$ cat config.mk
export PLATFORM = sky130hd
export DESIGN_NAME = twiddle_gen
export DESIGN_NICKNAME = d
export VERILOG_FILES = /design/src/rtl/ofdm_pkg.sv /design/src/rtl/twiddle_fold.sv /design/src/rtl/twiddle_gen.sv
export SDC_FILE = /design/constraint.sdc
export NUM_CORES = 1
export LEC_CHECK = 0
export ABC_AREA = 1
export BUFFER_PORTS_ARGS = -buffer_cell sky130_fd_sc_hd__buf_2
export CAP_MARGIN = 20
export CORE_UTILIZATION = 40
export DETAILED_ROUTE_END_ITERATION = 10
export PLACE_DENSITY = 0.69
export SLEW_MARGIN = 20
export SYNTH_ARGS = -nofsm -noshare
export SYNTH_HDL_FRONTEND = slang
export SYNTH_HIERARCHICAL = 1
export SYNTH_SLANG_ARGS = --single-unit
$ cat constraint.sdc
create_clock -name clk -period 3.9 [get_ports clk]
set_clock_uncertainty 0.15 [all_clocks]
set_input_delay 0.78 -clock clk [delete_from_list [all_inputs] [get_ports clk]]
set_output_delay 0.78 -clock clk [all_outputs]
set_load 0.02 [all_outputs]
$ cat src/rtl/ofdm_pkg.sv
// Shared OFDM/FFT constants and the twiddle generator state type.
// Also holds the 16-bit two's complement negation helper.
package ofdm_pkg;

    localparam int FFT_LOG2N = 12;
    localparam int QUARTER   = 1024;
    localparam int TW_W      = 16;
    localparam int ROM_AW    = 11;

    typedef enum logic [2:0] {
        IDLE,
        RD_A,
        RD_B,
        RD_C,
        OUT
    } tw_state_t;

    function automatic logic [TW_W-1:0] neg_tw(input logic [TW_W-1:0] x);
        return TW_W'(~x + 1'b1);
    endfunction

endpackage

$ cat src/rtl/twiddle_fold.sv
// Quadrant folding of two quarter-wave sine samples into cos / -+sin.
// Purely combinational; operands never exceed 0x7FFF so negation cannot overflow.
module twiddle_fold
    import ofdm_pkg::*;
(
    input  logic [1:0]      q,
    input  logic            inv,
    input  logic [TW_W-1:0] ta,
    input  logic [TW_W-1:0] tb,
    output logic [TW_W-1:0] re,
    output logic [TW_W-1:0] im
);

    logic [TW_W-1:0] s;
    logic [TW_W-1:0] c;

    always_comb begin
        s = '0;
        c = '0;
        unique case (q)
            2'd0: begin s = ta;         c = tb;         end
            2'd1: begin s = tb;         c = neg_tw(ta); end
            2'd2: begin s = neg_tw(ta); c = neg_tw(tb); end
            2'd3: begin s = neg_tw(tb); c = ta;         end
        endcase
        re = c;
        im = inv ? s : neg_tw(s);
    end

endmodule

$ cat src/rtl/twiddle_gen.sv
// FFT/IFFT twiddle generator: two reads of a shared quarter-wave sine ROM,
// then quadrant folding and sign restoration into registered Q1.15 outputs.
module twiddle_gen
    import ofdm_pkg::*;
#(
    parameter int LOG2N  = FFT_LOG2N,
    parameter int ROM_AW = 11,
    parameter int DW     = TW_W
) (
    input  logic              clk,
    input  logic              rst_n,
    input  logic              in_valid,
    output logic              in_ready,
    input  logic [LOG2N-1:0]  in_k,
    input  logic              in_inv,
    output logic              out_valid,
    input  logic              out_ready,
    output logic [DW-1:0]     out_re,
    output logic [DW-1:0]     out_im,
    output logic              rom_ce,
    output logic [ROM_AW-1:0] rom_ad,
    input  logic [DW-1:0]     rom_dout
);

    tw_state_t        state;
    tw_state_t        state_nxt;
    logic [LOG2N-1:0] k_q;
    logic             inv_q;
    logic [DW-1:0]    ta_q;
    logic [ROM_AW-1:0] addr_a;
    logic [ROM_AW-1:0] addr_b;
    logic [DW-1:0]    fold_re;
    logic [DW-1:0]    fold_im;

    assign in_ready = (state == IDLE);
    assign addr_a   = {1'b0, k_q[9:0]};
    assign addr_b   = ROM_AW'(QUARTER) - addr_a;

    always_comb begin
        state_nxt = state;
        rom_ce    = 1'b0;
        rom_ad    = '0;
        unique case (state)
            IDLE: if (in_valid) state_nxt = RD_A;
            RD_A: begin
                rom_ce    = 1'b1;
                rom_ad    = addr_a;
                state_nxt = RD_B;
            end
            RD_B: begin
                rom_ce    = 1'b1;
                rom_ad    = addr_b;
                state_nxt = RD_C;
            end
            RD_C: begin
                rom_ad    = addr_b;
                state_nxt = OUT;
            end
            OUT:  if (out_ready) state_nxt = IDLE;
            default: state_nxt = IDLE;
        endcase
    end

    // rom_dout during RD_C carries the B sample; tA was captured a cycle earlier
    twiddle_fold u_fold (
        .q   (k_q[11:10]),
        .inv (inv_q),
        .ta  (ta_q),
        .tb  (rom_dout),
        .re  (fold_re),
        .im  (fold_im)
    );

    always_ff @(posedge clk or negedge rst_n) begin
        if (!rst_n) begin
            state     <= IDLE;
            k_q       <= '0;
            inv_q     <= 1'b0;
            ta_q      <= '0;
            out_valid <= 1'b0;
            out_re    <= '0;
            out_im    <= '0;
        end else begin
            state <= state_nxt;
            if (state == IDLE && in_valid) begin
                k_q   <= in_k;
                inv_q <= in_inv;
            end
            if (state == RD_B) ta_q <= rom_dout;
            if (state == RD_C) begin
                out_re    <= fold_re;
                out_im    <= fold_im;
                out_valid <= 1'b1;
            end
            if (state == OUT && out_ready) out_valid <= 1'b0;
        end
    end

endmodule
==> flow_metrics.env <==
export IMPL_hold_path_class="reg -> reg"
export IMPL_synthTopCellsByArea="dfrtp_1 (32%), nand2_1 (12%), mux2_4 (11%), nand3_1 (9.3%), inv_1 (5.0%)"
export IMPL_cpPeakStageDelay_ns=0.57
export IMPL_grt_usage=0.214
export IMPL_antennaDiodeCount=0
export IMPL_drc_errors=0
export IMPL_drt_iter0_drc=558
export IMPL_setup_viol=0
export IMPL_postSynthAreaPerCell_um2=7.48
export IMPL_fin_tns_setup_ns=0
export IMPL_area_growth_pct=17.2
export IMPL_hold_buffers=0
export IMPL_max_vdd_ir_drop_mv=0.336
export IMPL_nFillCells=1258
export IMPL_h_tree_depth=3
export IMPL_core_rowCount=40
export IMPL_regArea_mm2=0.00163
export IMPL_overflow=0
export IMPL_coreArea_mm2=0.0122
export IMPL_firstDrtPassIters=5
export IMPL_cts_tree="yes"
export IMPL_crit_path_max_fanout=17
export IMPL_finalCritPeriodShare=0.774
export IMPL_synth_common_cells="nand2_1 (165), nand3_1 (94), inv_1 (68)"
export IMPL_routed_wl_um=13100
export IMPL_cp_required_ns=3.96
export IMPL_syn_area_mm2=0.00508
export IMPL_worst_slack_ns=0.881
export IMPL_fmaxAchievable_ghz=0.331
export IMPL_power_density_mw_per_mm2=989
export IMPL_synth_ff_type="dfrtp_1"
export IMPL_wl_per_cell_um=14.1
export IMPL_finalHoldViolCount=0
export IMPL_rsz0062_at_grt="no"
export IMPL_worstMarginPinSlew_ns=0.824
export IMPL_multi_input_comb_area_mm2=0.00304
export IMPL_grt_pass1_vias=4498
export IMPL_initial_utilization=0.416
export IMPL_hold_ws_ns=0.313
export IMPL_reg2regPathDepth=16
export IMPL_synth_top_cell_area_share=0.320
export IMPL_ant_nets=0
export IMPL_cp_end_kind="register"
export IMPL_vias_per_cell=5.16
export IMPL_drv_slew=0
export IMPL_synth_seq_area_share=0.320
export IMPL_grt_pass1_wl_um=22100
export IMPL_design_die_area_mm2=0.0132
export IMPL_synth_edf_count=0
export IMPL_clockBufferDepth=2
export IMPL_drive_gt1_frac=0.257
export IMPL_cpMostUsedCell="nand3_2"
export IMPL_final_core_util=0.488
export IMPL_cts_resized=0
export IMPL_cp_cell_sequence="nand2_2 > inv_2 > nand2_1 > nand3_2 > nor2_4 > ha_1 > nand2_2 > nor2_2 > nand3_2 > nor2_4 > nand3_2 > nand2_2 > nand3_2 > nand2_1 > inv_1 > mux2_4"
export IMPL_synthCells=680
export IMPL_clk_pin_slew_ns=0.05
export IMPL_ys_types=37
export IMPL_min_period_ns=3.02
export IMPL_leakagePower_nw=3.00
export IMPL_cts_root_buffer="clkbuf_16"
export IMPL_numCtsBuffers=9
export IMPL_antenna_found_initial=0
export IMPL_syn_nets=717
export IMPL_synth_seq_cells=65
export IMPL_cts_sinks=65
export IMPL_cts_setup_buffers=0
export IMPL_total_power_mw=5.90
export IMPL_drv_cap=0
export IMPL_status="finished, final reports clean"
export IMPL_startpoint_type="register"
export IMPL_worstPathArrival_ns=3.08
export IMPL_post_synth_top_area_cell="dfrtp_1"
export IMPL_yosys_warnings=6
export IMPL_gp_congestion=0.902
export IMPL_die_x_um=115
export IMPL_grt_start_max_net_pins=66
export IMPL_io_pins=79
export IMPL_dpl_hpwl_um=9700
export IMPL_relSlewSlack=0.451
export IMPL_worstHoldPathCells=2
export IMPL_dr_total_vias=4784
export IMPL_clk_latency_ns=0.33
export IMPL_final_nets=792
export IMPL_async_flop_share=1.00
export IMPL_place_ws_ns=0.783
export IMPL_die_h_um=115
export IMPL_cpMaxStageDelayCell="dfrtp_1"
export IMPL_yosysMostFrequentCell="nand2_1"
export IMPL_port_buffers=78
export IMPL_path_class="reg -> reg"
## routing by layer
layer / vias up / part of all wire / global-route usage
met4: 0 / 0.014 / 0.0684
met1: 2189 / 0.48 / 0.304
met2: 173 / 0.44 / 0.327
li1: 2405 / - / -
met5: - / 0 / 0
met3: 17 / 0.070 / 0.0453
## placed cells by master, fill, tap and decap left out, drive strengths merged, types with 10 or more instances in the layout
cell and n:
nand2 175, nand3 103, mux2 48, dfrtp 65
xor2 10, nor2 84, a21oi 14, o21ai 49
nand4 10, buf 81, inv 77
## cell type report
| cell class | count | area share |
|---|---|---|
| multi-input cells | 521 | 0.510 |
| clock buffers | 9 | 0.0378 |
| clock inverters | 6 | 0.0260 |
| inverters | 77 | 0.0485 |
| repair buffers | 81 | 0.0693 |
| well taps | 168 | 0.0353 |
| flip-flops and latches | 65 | 0.273 |
## report_power, final
group / internal [mW] / leakage (nW) / switching [mW]
sequential: 1.02 / 0.756 / 0.335
combinational: 1.37 / 2.06 / 2.13
clock: 0.748 / 0.185 / 0.288
total: 3.14 / 3.00 / 2.76
## path summary, 6_finish.rpt
kind | to | from | slack [ns]
worst max-delay path | out_im[14] | k_q[10] | 0.88
worst min-delay path | out_valid | out_valid | 0.31
worst max register to register | out_im[14] | k_q[10] | 0.88
worst min register to register | out_valid | out_valid | 0.31
max in group asynchronous | out_im[12] | rst_n | 2.58
min in group asynchronous | ta_q[3] | rst_n | 0.48
## cells by family (layout without fill, tap and decap cells)
kind of cell / Yosys count / after routing / share of synthesized area
AO/OA/AOI/OAI: 80 / 80 / 0.0861
XOR/XNOR: 12 / 12 / 0.0221
adder cells (fa/ha/maj): 4 / 4 / 0.00984
buffers and inverters: 94 / 173 / 0.0819
flip-flops: 65 / 65 / 0.320
multiplexers: 48 / 48 / 0.133
AND/OR/NAND/NOR: 377 / 377 / 0.347
## flip-flops by register name (all words and copies together) (netlist names)
name	count
k_q	12
inv_q	1
out_im	16
ta_q	16
state	3
out_valid	1
out_re	16
## worst max-delay path: cells and delay by family, from the launching register on
| kind | cells | cell delay [ns] |
|---|---|---|
| AND/OR/NAND/NOR | 12 | 1.45 |
| flip-flops | 1 | 0.57 |
| buffers and inverters | 2 | 0.28 |
| multiplexers | 1 | 0.25 |
| adder cells (fa/ha/maj) | 1 | 0.20 |
## per-stage QoR
stage | instances | cell area, µm²
final | 927 | 5960
after global routing | 927 | 5960
after CTS | 927 | 5960
after detailed placement | 912 | 5580
after global placement | 912 | 5580
after floorplan | 680 | 5080
No activity file was read; power rests on OpenSTA's default activity.
